### src/rtl/board_uart_dump.sv
// board_uart_dump
// ---------------------------------------------------------------------------
// Walks the 8x8 game board through the controller's read port and sends it
// as ASCII text on an 8N1 serial line. Rows go from 7 (top) down to 0, and
// columns go from 0 to 7. Each row becomes 8 cell characters followed by
// CR LF, so one frame is 80 characters.
//
// Ports
//   clk          in   system clock, posedge
//   rst          in   asynchronous active-high reset
//   start        in   one-cycle frame request, ignored while busy
//   read_row     out  [2:0] board row address (0 = bottom)
//   read_col     out  [2:0] board column address
//   data_in      in   [1:0] cell content at the addressed row/col
//   winning_in   in   addressed cell belongs to the winning line
//   busy         out  frame in progress
//   done         out  one-cycle pulse after the final stop bit
//   tx           out  serial line, idle high
//   dbg_state_o  out  [1:0] current FSM state (IDLE/FETCH/SEND/NEXT)
//
// Request handshake: start is a single-cycle request with no ready.
//   - It is taken only in IDLE and only when done is low.
//   - busy rises in the cycle after the request is taken.
//   - A request that arrives while busy is high, or in the done cycle, is
//     dropped. It is not queued.
// ---------------------------------------------------------------------------
module board_uart_dump #(
  parameter int CLKS_PER_BIT = 87,
  parameter int READ_LAT     = 1
) (
  input  logic       clk,
  input  logic       rst,
  input  logic       start,
  output logic [2:0] read_row,
  output logic [2:0] read_col,
  input  logic [1:0] data_in,
  input  logic       winning_in,
  output logic       busy,
  output logic       done,
  output logic       tx,
  output logic [1:0] dbg_state_o
);

  localparam int              BW        = (CLKS_PER_BIT > 1) ? $clog2(CLKS_PER_BIT) : 1;
  localparam logic [BW-1:0]   BAUD_LAST = BW'(CLKS_PER_BIT - 1);
  localparam logic [1:0]      LAT_LAST  = 2'(READ_LAT);

  typedef enum logic [1:0] {IDLE, FETCH, SEND, NEXT} state_t;
  // Kind of the character that was just sent. NEXT uses it to choose what
  // comes after that character.
  typedef enum logic [1:0] {K_CELL, K_CR, K_LF} kind_t;

  state_t        state_q;
  kind_t         kind_q;
  logic [BW-1:0] baud_q;
  logic [3:0]    bit_q;
  logic [1:0]    lat_q;
  logic [8:0]    shift_q;   // remaining data bits with the stop bit on top
  logic [2:0]    row_q;
  logic [2:0]    col_q;
  logic          busy_q;
  logic          done_q;
  logic          tx_q;
  logic [7:0]    cell_char;

  // Maps a cell to its ASCII character. An empty cell ignores winning_in.
  always_comb begin
    cell_char = 8'h3F;
    unique case (data_in)
      2'b00:   cell_char = 8'h2E;
      2'b01:   cell_char = winning_in ? 8'h78 : 8'h58;
      2'b10:   cell_char = winning_in ? 8'h6F : 8'h4F;
      default: cell_char = 8'h3F;
    endcase
  end

  always_ff @(posedge clk or posedge rst) begin
    if (rst) begin
      state_q <= IDLE;
      kind_q  <= K_CELL;
      baud_q  <= '0;
      bit_q   <= '0;
      lat_q   <= '0;
      shift_q <= '1;
      row_q   <= 3'd7;
      col_q   <= 3'd0;
      busy_q  <= 1'b0;
      done_q  <= 1'b0;
      tx_q    <= 1'b1;
    end else begin
      done_q <= 1'b0;
      unique case (state_q)
        IDLE: begin
          // The done cycle still belongs to the frame that just ended.
          if (start && !done_q) begin
            state_q <= FETCH;
            busy_q  <= 1'b1;
            row_q   <= 3'd7;
            col_q   <= 3'd0;
            lat_q   <= 2'd0;
          end
        end
        FETCH: begin
          // The address is already stable in the first FETCH cycle, so data
          // is valid READ_LAT cycles later. That cycle is the last FETCH cycle.
          if (lat_q == LAT_LAST) begin
            shift_q <= {1'b1, cell_char};
            kind_q  <= K_CELL;
            tx_q    <= 1'b0;
            baud_q  <= '0;
            bit_q   <= 4'd0;
            state_q <= SEND;
          end else begin
            lat_q <= lat_q + 2'd1;
          end
        end
        SEND: begin
          if (baud_q == BAUD_LAST) begin
            baud_q <= '0;
            if (bit_q == 4'd9) begin
              state_q <= NEXT;  // the stop bit leaves tx high
            end else begin
              tx_q    <= shift_q[0];
              shift_q <= {1'b1, shift_q[8:1]};
              bit_q   <= bit_q + 4'd1;
            end
          end else begin
            baud_q <= baud_q + BW'(1);
          end
        end
        NEXT: begin
          if (kind_q == K_CELL && col_q != 3'd7) begin
            col_q   <= col_q + 3'd1;
            lat_q   <= 2'd0;
            state_q <= FETCH;
          end else if (kind_q == K_CELL) begin
            shift_q <= {1'b1, 8'h0D};
            kind_q  <= K_CR;
            tx_q    <= 1'b0;
            baud_q  <= '0;
            bit_q   <= 4'd0;
            state_q <= SEND;
          end else if (kind_q == K_CR) begin
            shift_q <= {1'b1, 8'h0A};
            kind_q  <= K_LF;
            tx_q    <= 1'b0;
            baud_q  <= '0;
            bit_q   <= 4'd0;
            state_q <= SEND;
          end else if (row_q != 3'd0) begin
            row_q   <= row_q - 3'd1;
            col_q   <= 3'd0;
            lat_q   <= 2'd0;
            state_q <= FETCH;
          end else begin
            done_q  <= 1'b1;
            busy_q  <= 1'b0;
            state_q <= IDLE;
          end
        end
        default: state_q <= IDLE;
      endcase
    end
  end

  assign read_row    = row_q;
  assign read_col    = col_q;
  assign busy        = busy_q;
  assign done        = done_q;
  assign tx          = tx_q;
  assign dbg_state_o = state_q;

endmodule

### config.mk
export PLATFORM = sky130hd
export DESIGN_NAME = board_uart_dump
export DESIGN_NICKNAME = d
export VERILOG_FILES = /design/src/rtl/board_uart_dump.sv
export SDC_FILE = /design/constraint.sdc
export NUM_CORES = 1
export LEC_CHECK = 0
export BUFFER_PORTS_ARGS = -buffer_cell sky130_fd_sc_hd__buf_2
export CAP_MARGIN = 40
export CORE_MARGIN = 2
export CORE_UTILIZATION = 50
export CTS_CLUSTER_DIAMETER = 80
export DETAILED_ROUTE_END_ITERATION = 7
export HOLD_SLACK_MARGIN = 0.12
export PLACE_DENSITY_LB_ADDON = 0.3
export SETUP_SLACK_MARGIN = 0.02
export SKIP_LAST_GASP = 1
export SLEW_MARGIN = 15
export SYNTH_ARGS = -nofsm -noshare
export SYNTH_HDL_FRONTEND = slang
export SYNTH_SLANG_ARGS = --single-unit
export TNS_END_PERCENT = 5
### constraint.sdc
create_clock -name clk -period 1.9 [get_ports clk]
set_input_delay 0.38 -clock clk [delete_from_list [all_inputs] [get_ports clk]]
set_output_delay 0.38 -clock clk [all_outputs]
set_load 0.02 [all_outputs]
=== Word level (Yosys, flattened, before mapping) ===
Index checks and enable logic that the tools add are counted.
W data, S select, Z words.

* Flip-flop bits (word level): 35
* Bits of input ports: 6
* Output and inout bits: 11
* Word-level logic and storage cells: 134

* Add/sub/neg operators: 5
* Equality and inequality tests: 25
* Muxes and demuxes: 74
* Reduce and logical (&&, ||, !) cells: 19

{| class="wikitable"
|+ Operator list
! cell !! number
|-
| $mux W9 || 6
|-
| $pmux W7 S3 || 2
|-
| $mux W7 || 5
|-
| $mux W2 || 17
|-
| $mux W3 || 10
|-
| $pmux W9 S3 || 1
|-
| $mux W4 || 6
|-
| $reduce_and A6 Y1 || 4
|-
| $ne A2 B2 Y1 const B || 11
|-
| $mux W1 || 17
|-
| $ne A3 B3 Y1 const B || 5
|-
| $mux W6 || 2
|-
| $pmux W3 S2 || 2
|-
| $pmux W4 S3 || 1
|-
| $reduce_and A4 Y1 || 3
|-
| $reduce_bool A3 Y1 || 3
|-
| $eq A2 B1 Y1 const B || 4
|-
| $pmux W2 S4 || 1
|-
| $add A7 B1 Y7 const B || 1
|-
| $eq A7 B7 Y1 const B || 1
|-
| $eq A2 B2 Y1 const B || 3
|-
| $logic_not A2 Y1 || 3
|-
| $pmux W2 S3 || 1
|-
| $reduce_and A5 Y1 || 1
|-
| 11 further kinds || 13
|}

=== Depth between registers and ports, before layout ===
Gate-level depths: netlist of run 1.

* Depth in word-level cells: 6
* Gate-level depth with buffers: 7
* Gate-level depth less buffers: 6

=== Least setup slack after synthesis of run 1 ===
OpenSTA, ideal clock, no wires.

* Path type: flip-flop to flip-flop
* Start: register col_q[0], in the netlist read_col[0]
* End: register shift_q[1]
* Library setup time: 82 ps
* Arrival time: 1816 ps
* Required time: 1818 ps
* Setup slack: 2 ps
* Stages on the path, launching flop included: 8
* Path buffers: 1
* Period minus slack after synthesis: 1898 ps
* Cell sequence: dfrtp_1 ha_1 ha_1 o21bai_4 o21a_4 and2_4 buf_6 mux2_2

* Cells in the longest elaborated chain, start to end: 4

{| class="wikitable"
|+ Ends and longest elaborated chain
! what !! line !! source
|-
| start, declared || 60 || <nowiki>logic [2:0] col_q;</nowiki>
|-
| start signal, assigned || 133 || <nowiki>col_q <= col_q + 3'd1;</nowiki>
|-
| $ne A3 B3 Y1 || 132 || <nowiki>if (kind_q == K_CELL && col_q != 3'd7) begin</nowiki>
|-
| $logic_and A1 B1 Y1 || 132 ||
|-
| $ne A2 B2 Y1 (no line) || n/a ||
|-
| $reduce_and A6 Y1 (no line) || n/a ||
|-
| end signal, assigned || 124 || <nowiki>shift_q <= {1'b1, shift_q[8:1]};</nowiki>
|-
| end signal, assigned || 137 || <nowiki>shift_q <= {1'b1, 8'h0D};</nowiki>
|-
| end signal, assigned || 144 || <nowiki>shift_q <= {1'b1, 8'h0A};</nowiki>
|-
| end, declared || 58 || <nowiki>logic [8:0] shift_q;</nowiki>
|}

No other way between the ends.
A chain may end at the register's enable or synchronous reset.

=== Final worst setup path of run 1 ===
* Start: register col_q[0], in the netlist read_col[0]
* End: register shift_q[4]

The elaborated chain is that of the path after synthesis.

==> results of run 1 <==
[cells in the mapped netlist (all sizes together), types with 3 or more instances]
cell,n
a21oi,14
nand2,16
a31oi,5
o31ai,3
nor2,8
nor2b,3
buf,6
mux2,3
dfstp,12
o21ai,17
nor3b,3
nor3,5
ha,13
nand3b,3
nand3,12
nor4,3
dfrtp,22
nand2b,3
inv,14
[through the flow]
step	worst slack, ns	area, um^2	hold WS, ns
after floorplan	0.01756	1954	0.4381
after global placement	0.1318	2116	0.4485
after detailed placement	0.1116	2116	0.4479
after CTS	0.1016	2207	0.1969
after global routing	0.02744	2207	0.2378
final	0.09929	2207	0.1791
[metal layers]
metal	routed length (um)	part of all wire
met5	0	0
met4	59	0.016
met3	111	0.029
met2	1813	0.48
met1	1802	0.48
[sequential cells by signal, indices dropped and copies added, names as in the netlist]
register	cells
shift_q	8
baud_q	7
bit_q	4
read_col	3
read_row	3
dbg_state_o	2
kind_q	2
lat_q	2
busy	1
done	1
tx	1
[layout make-up]
| cell class | count | area (um^2) |
|---|---|---|
| inverter | 15 | 56.30 |
| fill | 333 | 1509 |
| timing repair buffer | 28 | 170.2 |
| tap | 48 | 60.06 |
| multi-input combinational | 140 | 962.2 |
| clock inverter | 1 | 5.005 |
| clock buffer | 7 | 86.33 |
| sequential | 34 | 867.1 |
[placed cells by master (no fill, tap or decap), drive strengths merged, types with 2 or more instances in the layout]
master	n
mux2	3
nor3b	3
clkinv	2
a21oi	14
nor2b	3
dfrtp	22
mux2i	2
a22o	2
a31oi	5
nand4	2
a41oi	2
clkbuf	7
a22oi	2
nor4	3
nand2	16
buf	28
ha	13
nor3	5
a21o	2
nand3b	3
inv	14
and3	2
o21ai	17
and2	2
nand3	12
o31ai	3
nand2b	3
dfstp	12
nor2	8
[logic make-up after synthesis]
family / count (synthesis) / share of synthesized area
buffers and inverters: 23 / 0.06406
adders and majority gates: 13 / 0.08328
DFF: 34 / 0.4433
xor gates and xnor gates: 1 / 0.004485
muxes: 5 / 0.02755
AOI/OAI and AO/OA: 55 / 0.1858
and+or+nand+nor: 66 / 0.1915
[tightest hold or removal path, stage by stage]
cell   delay (ns)
buf_2        0.10
inv_1        0.04
buf_4        0.37
[final timing paths]
path	to	depth (start not counted)	slack (ns)	from
min reg2reg	shift_q[7]	2	0.46	shift_q[7]
min in group clk	shift_q[7]	2	0.46	shift_q[7]
max	shift_q[4]	6	0.1	read_col[0]
max reg2reg	shift_q[4]	6	0.1	read_col[0]
max in group asynchronous	shift_q[6]	3	1.39	rst
min	read_col[0]	3	0.18	rst
[report_power, final]
group / switching (mW) / internal [mW]
registers: 0.164 / 0.966
clock network: 0.244 / 0.292
logic: 0.691 / 0.525
==> reports/results.txt, run 1 <==
Post-synth EDFFs: 0
I/O Pins: 17
total grt overflow: 0
Nets: 243
Crit path top cell by count: ha_1
top-area cell type share of the netlist area: 0.2819
Max H-tree Level: 2
syn_nets: 216
relative slew slack: 0.6961
Crit Path Category: reg2reg
maximum clock rate: 0.5553 GHz
grt met2 use: 0.3188
IO buf count: 16
layout cells sized above 1: 0.2756
Area Growth Syn to Fin: 13.00%
ys async rst share: 1.000
setup repair after global routing missed its margin: no
initial antenna violation count: 0
top post-synthesis cells by area: dfrtp_1 (28%), dfstp_2 (16%), ha_1 (8.3%)
Core Region: 3716 um^2
Max Cap Violations: 0
Core Util, Final: 0.5939
fin crit share: 0.9477
# Post-CTS Setup Buffers: 0
ys flop type: dfrtp_1
die area: 4422 um^2
Rows: 22
DRC: 0
routability cong.: 0.7903
Die X: 66.50 um
Reg clk slew, reported paths: 0.07 ns
Ant. Diodes: 0
detailed placement HPWL: 2.764 mm
worst path cell trace: ha_1 -> ha_1 -> o21bai_4 -> o21a_4 -> and2_4 -> mux2_2
drt first pass iters: 4
count of cell types in the netlist: 47
synthesized cell area: 1953 um^2
Final min period: 1.801 ns
post-CTS sizing: 0
TritonCTS buffer count: 5
Post-Syn Instances: 197
root buffer cell: clkbuf_8
via count: 1518
outcome: finished clean
met3 usage: 0.03885
clock sink total: 34
Via density: 5.560
Syn Area/Cell: 9.914 um^2
post-route clock skew: 0.007849 ns
post-route insts no fill: 273
Buf+Inv Stages, Crit Path: 0
Power per Cell Area: 1306 nW/um^2
FF+latch count, synth: 34
Worst path top cell family by delay: adder cells
# hold bufs at CTS: 0
Design Power: 2.882 mW
Critical Path RT: 2.11 ns
Routed Wire Length: 3.787 mm
sum of negative setup slack: 0 ns
Max VDD drop: 622.9 uV
sequential element share of the synthesized area: 0.4433
Final setup viols: 0
maximum single-stage delay on the critical path: 0.42 ns
Pleak: 1.039 nW
met1 usage: 0.2642
crit start category: register
DR WL/cell: 13.87 um
YS warnings: 0
largest net degree at the start of global routing: 35
die height: 66.50 um
gr busiest metal: met2
CP max stage cell: dfrtp_2
cell count after placement: 265
DRT iter0 DRCs: 97
WP data arrival: 2.01 ns
Clock Latency Late Sink: 0.28 ns
Initial Util: 0.5256
first-pass GRT wire length: 6.665 mm
worst slew pin tran: 0.4517 ns
Hold Path Class: in2async
Critical Path Sink Type: register
Max Slew Vio Count: 0
post-synth top area cell: dfrtp_1
CTS tree: yes
Final Hold Fails: 0
Routed Antenna Nets: 0
GRT Util Overall: 0.1991
vias in the first global route: 1458
maximum buffer depth of the clock tree: 2
maximum fanout along the worst path: 11
Power figures use the tool's default switching activity.
==> run 2: changes to the inputs <==
Clock period 1.9 ns to 1.8 ns, I/O delays scaled along.
==> reports/results.txt, run 2 (same netlist as run 1, synthesis figures left out) <==
worst hold margin: 0.1517 ns
CTS tree: yes
outcome: finished clean
layout cells sized above 1: 0.2844
Design Power: 3.040 mW
commonest non-fill, non-tap cells in the layout: dfrtp_1 (20), o21ai_0 (17), nand2_1 (16), buf_2 (16), inv_1 (14)
Power per Cell Area: 1363 nW/um^2
Critical Path Sink Type: register
Routed Wire Length: 3.802 mm
detailed placement HPWL: 2.817 mm
Max Slew Vio Count: 0
Area Growth Syn to Fin: 14.16%
Place WS: 0.09939 ns
Final min period: 1.714 ns
Core Util, Final: 0.6000
worst path cell trace: ha_4 -> ha_4 -> o21bai_4 -> o21a_4 -> and2_4 -> mux2_2
DRC: 0
Buf+Inv Stages, Crit Path: 0
Max Cap Violations: 0
fin crit share: 0.9522
Final setup viols: 0
commonest non-fill, non-tap cell in the layout: dfrtp_1
biggest regs: shift_q x8, baud_q x7, bit_q x4
largest net degree at the start of global routing: 35
I/O Pins: 17
CP max stage cell: dfrtp_2
worst slew pin tran: 0.4514 ns
WP data arrival: 1.93 ns
initial antenna violation count: 0
routability cong.: 0.7762
relative slew slack: 0.6963
drt first pass iters: 4
final worst-path setup slack: 0.08610 ns
Nets: 243
total grt overflow: 0
max reg flops: 8
Critical Path RT: 2.02 ns
Initial Util: 0.5256
Crit Path Category: reg2reg
Max H-tree Level: 2
number of fill cells: 335
setup repair after global routing missed its margin: no
maximum fanout along the worst path: 11
Ant. Diodes: 0
clock sink total: 34
via count: 1508
first-pass GRT wire length: 6.582 mm
Pleak: 1.031 nW
multi-input combinational cell area: 994.7 um^2
Routed Antenna Nets: 0
DR WL/cell: 13.93 um
GRT Util Overall: 0.1989
maximum single-stage delay on the critical path: 0.43 ns
vias in the first global route: 1443
sum of negative setup slack: 0 ns
Crit path top cell by count: ha_4
Via density: 5.524
Hold Path Class: in2async
post-route clock skew: 0.006948 ns
root buffer cell: clkbuf_8
Core Region: 3716 um^2
TritonCTS buffer count: 5
most flop-heavy register: shift_q
die area: 4422 um^2
maximum clock rate: 0.5835 GHz
die height: 66.50 um
IO buf count: 16
DRT iter0 DRCs: 73
Clock Latency Late Sink: 0.29 ns
# Post-CTS Setup Buffers: 0
Worst path top cell family by delay: flip-flops
Reg clk slew, reported paths: 0.07 ns
maximum buffer depth of the clock tree: 2
Seq. cell area: 868.3 um^2
Die X: 66.50 um
Final Hold Fails: 0
Rows: 22
Max VDD drop: 572.6 uV
crit start category: register
run 2: cell types whose count changed in the layout (fill, tap and decap cells not counted), sizes merged:
cell / change
clkbuf: +1
clkinv: -1
run 2: worst min-delay path: stages:
cell and delay (ns):
buf_2 0.09, inv_1 0.04, buf_4 0.37
run 2: stage by stage:
step                      area, um^2  instances
after CTS                       2226        273
final                           2230        273
after floorplan                 1984        197
after global placement          2146        265
after global routing            2230        273
after detailed placement        2146        265
run 2: report_power, final:
group / switching, mW / total [mW] / internal, mW
logic: 0.728 / 1.30 / 0.572
clock network: 0.259 / 0.534 / 0.274
registers: 0.184 / 1.21 / 1.02
total: 1.17 / 3.04 / 1.87
run 2: worst paths after layout:
path / start / end / slack, ns / cells after the start
min: rst / read_col[1] / 0.15 / 3
max: read_col[1] / shift_q[4] / 0.09 / 6
max reg2reg: read_col[1] / shift_q[4] / 0.09 / 6
max in group asynchronous: rst / read_row[1] / 1.32 / 3
min in group clk: shift_q[7] / shift_q[7] / 0.46 / 2
min reg2reg: shift_q[7] / shift_q[7] / 0.46 / 2
run 2: cell type report:
type,count,share of cell area
Inverter,15,0.02525
Sequential cell,34,0.3894
Multi-Input combinational cell,140,0.4461
Clock buffer,8,0.03591
Tap cell,48,0.02694
Timing Repair Buffer,28,0.07632
run 2: metal layers:
layer	vias to the layer above	GRT usage	wire, um
li1	764	-	-
met1	723	0.2630	1818
met2	16	0.3088	1814
met3	5	0.06588	123
met4	0	0.06122	46
met5	-	0	0
run 2: timing repair:
item / in CTS / in global routing
gates resized for setup: 0 / 1
endpoints found under the setup margin: 0 / 2
hold buffers: 0 / 0
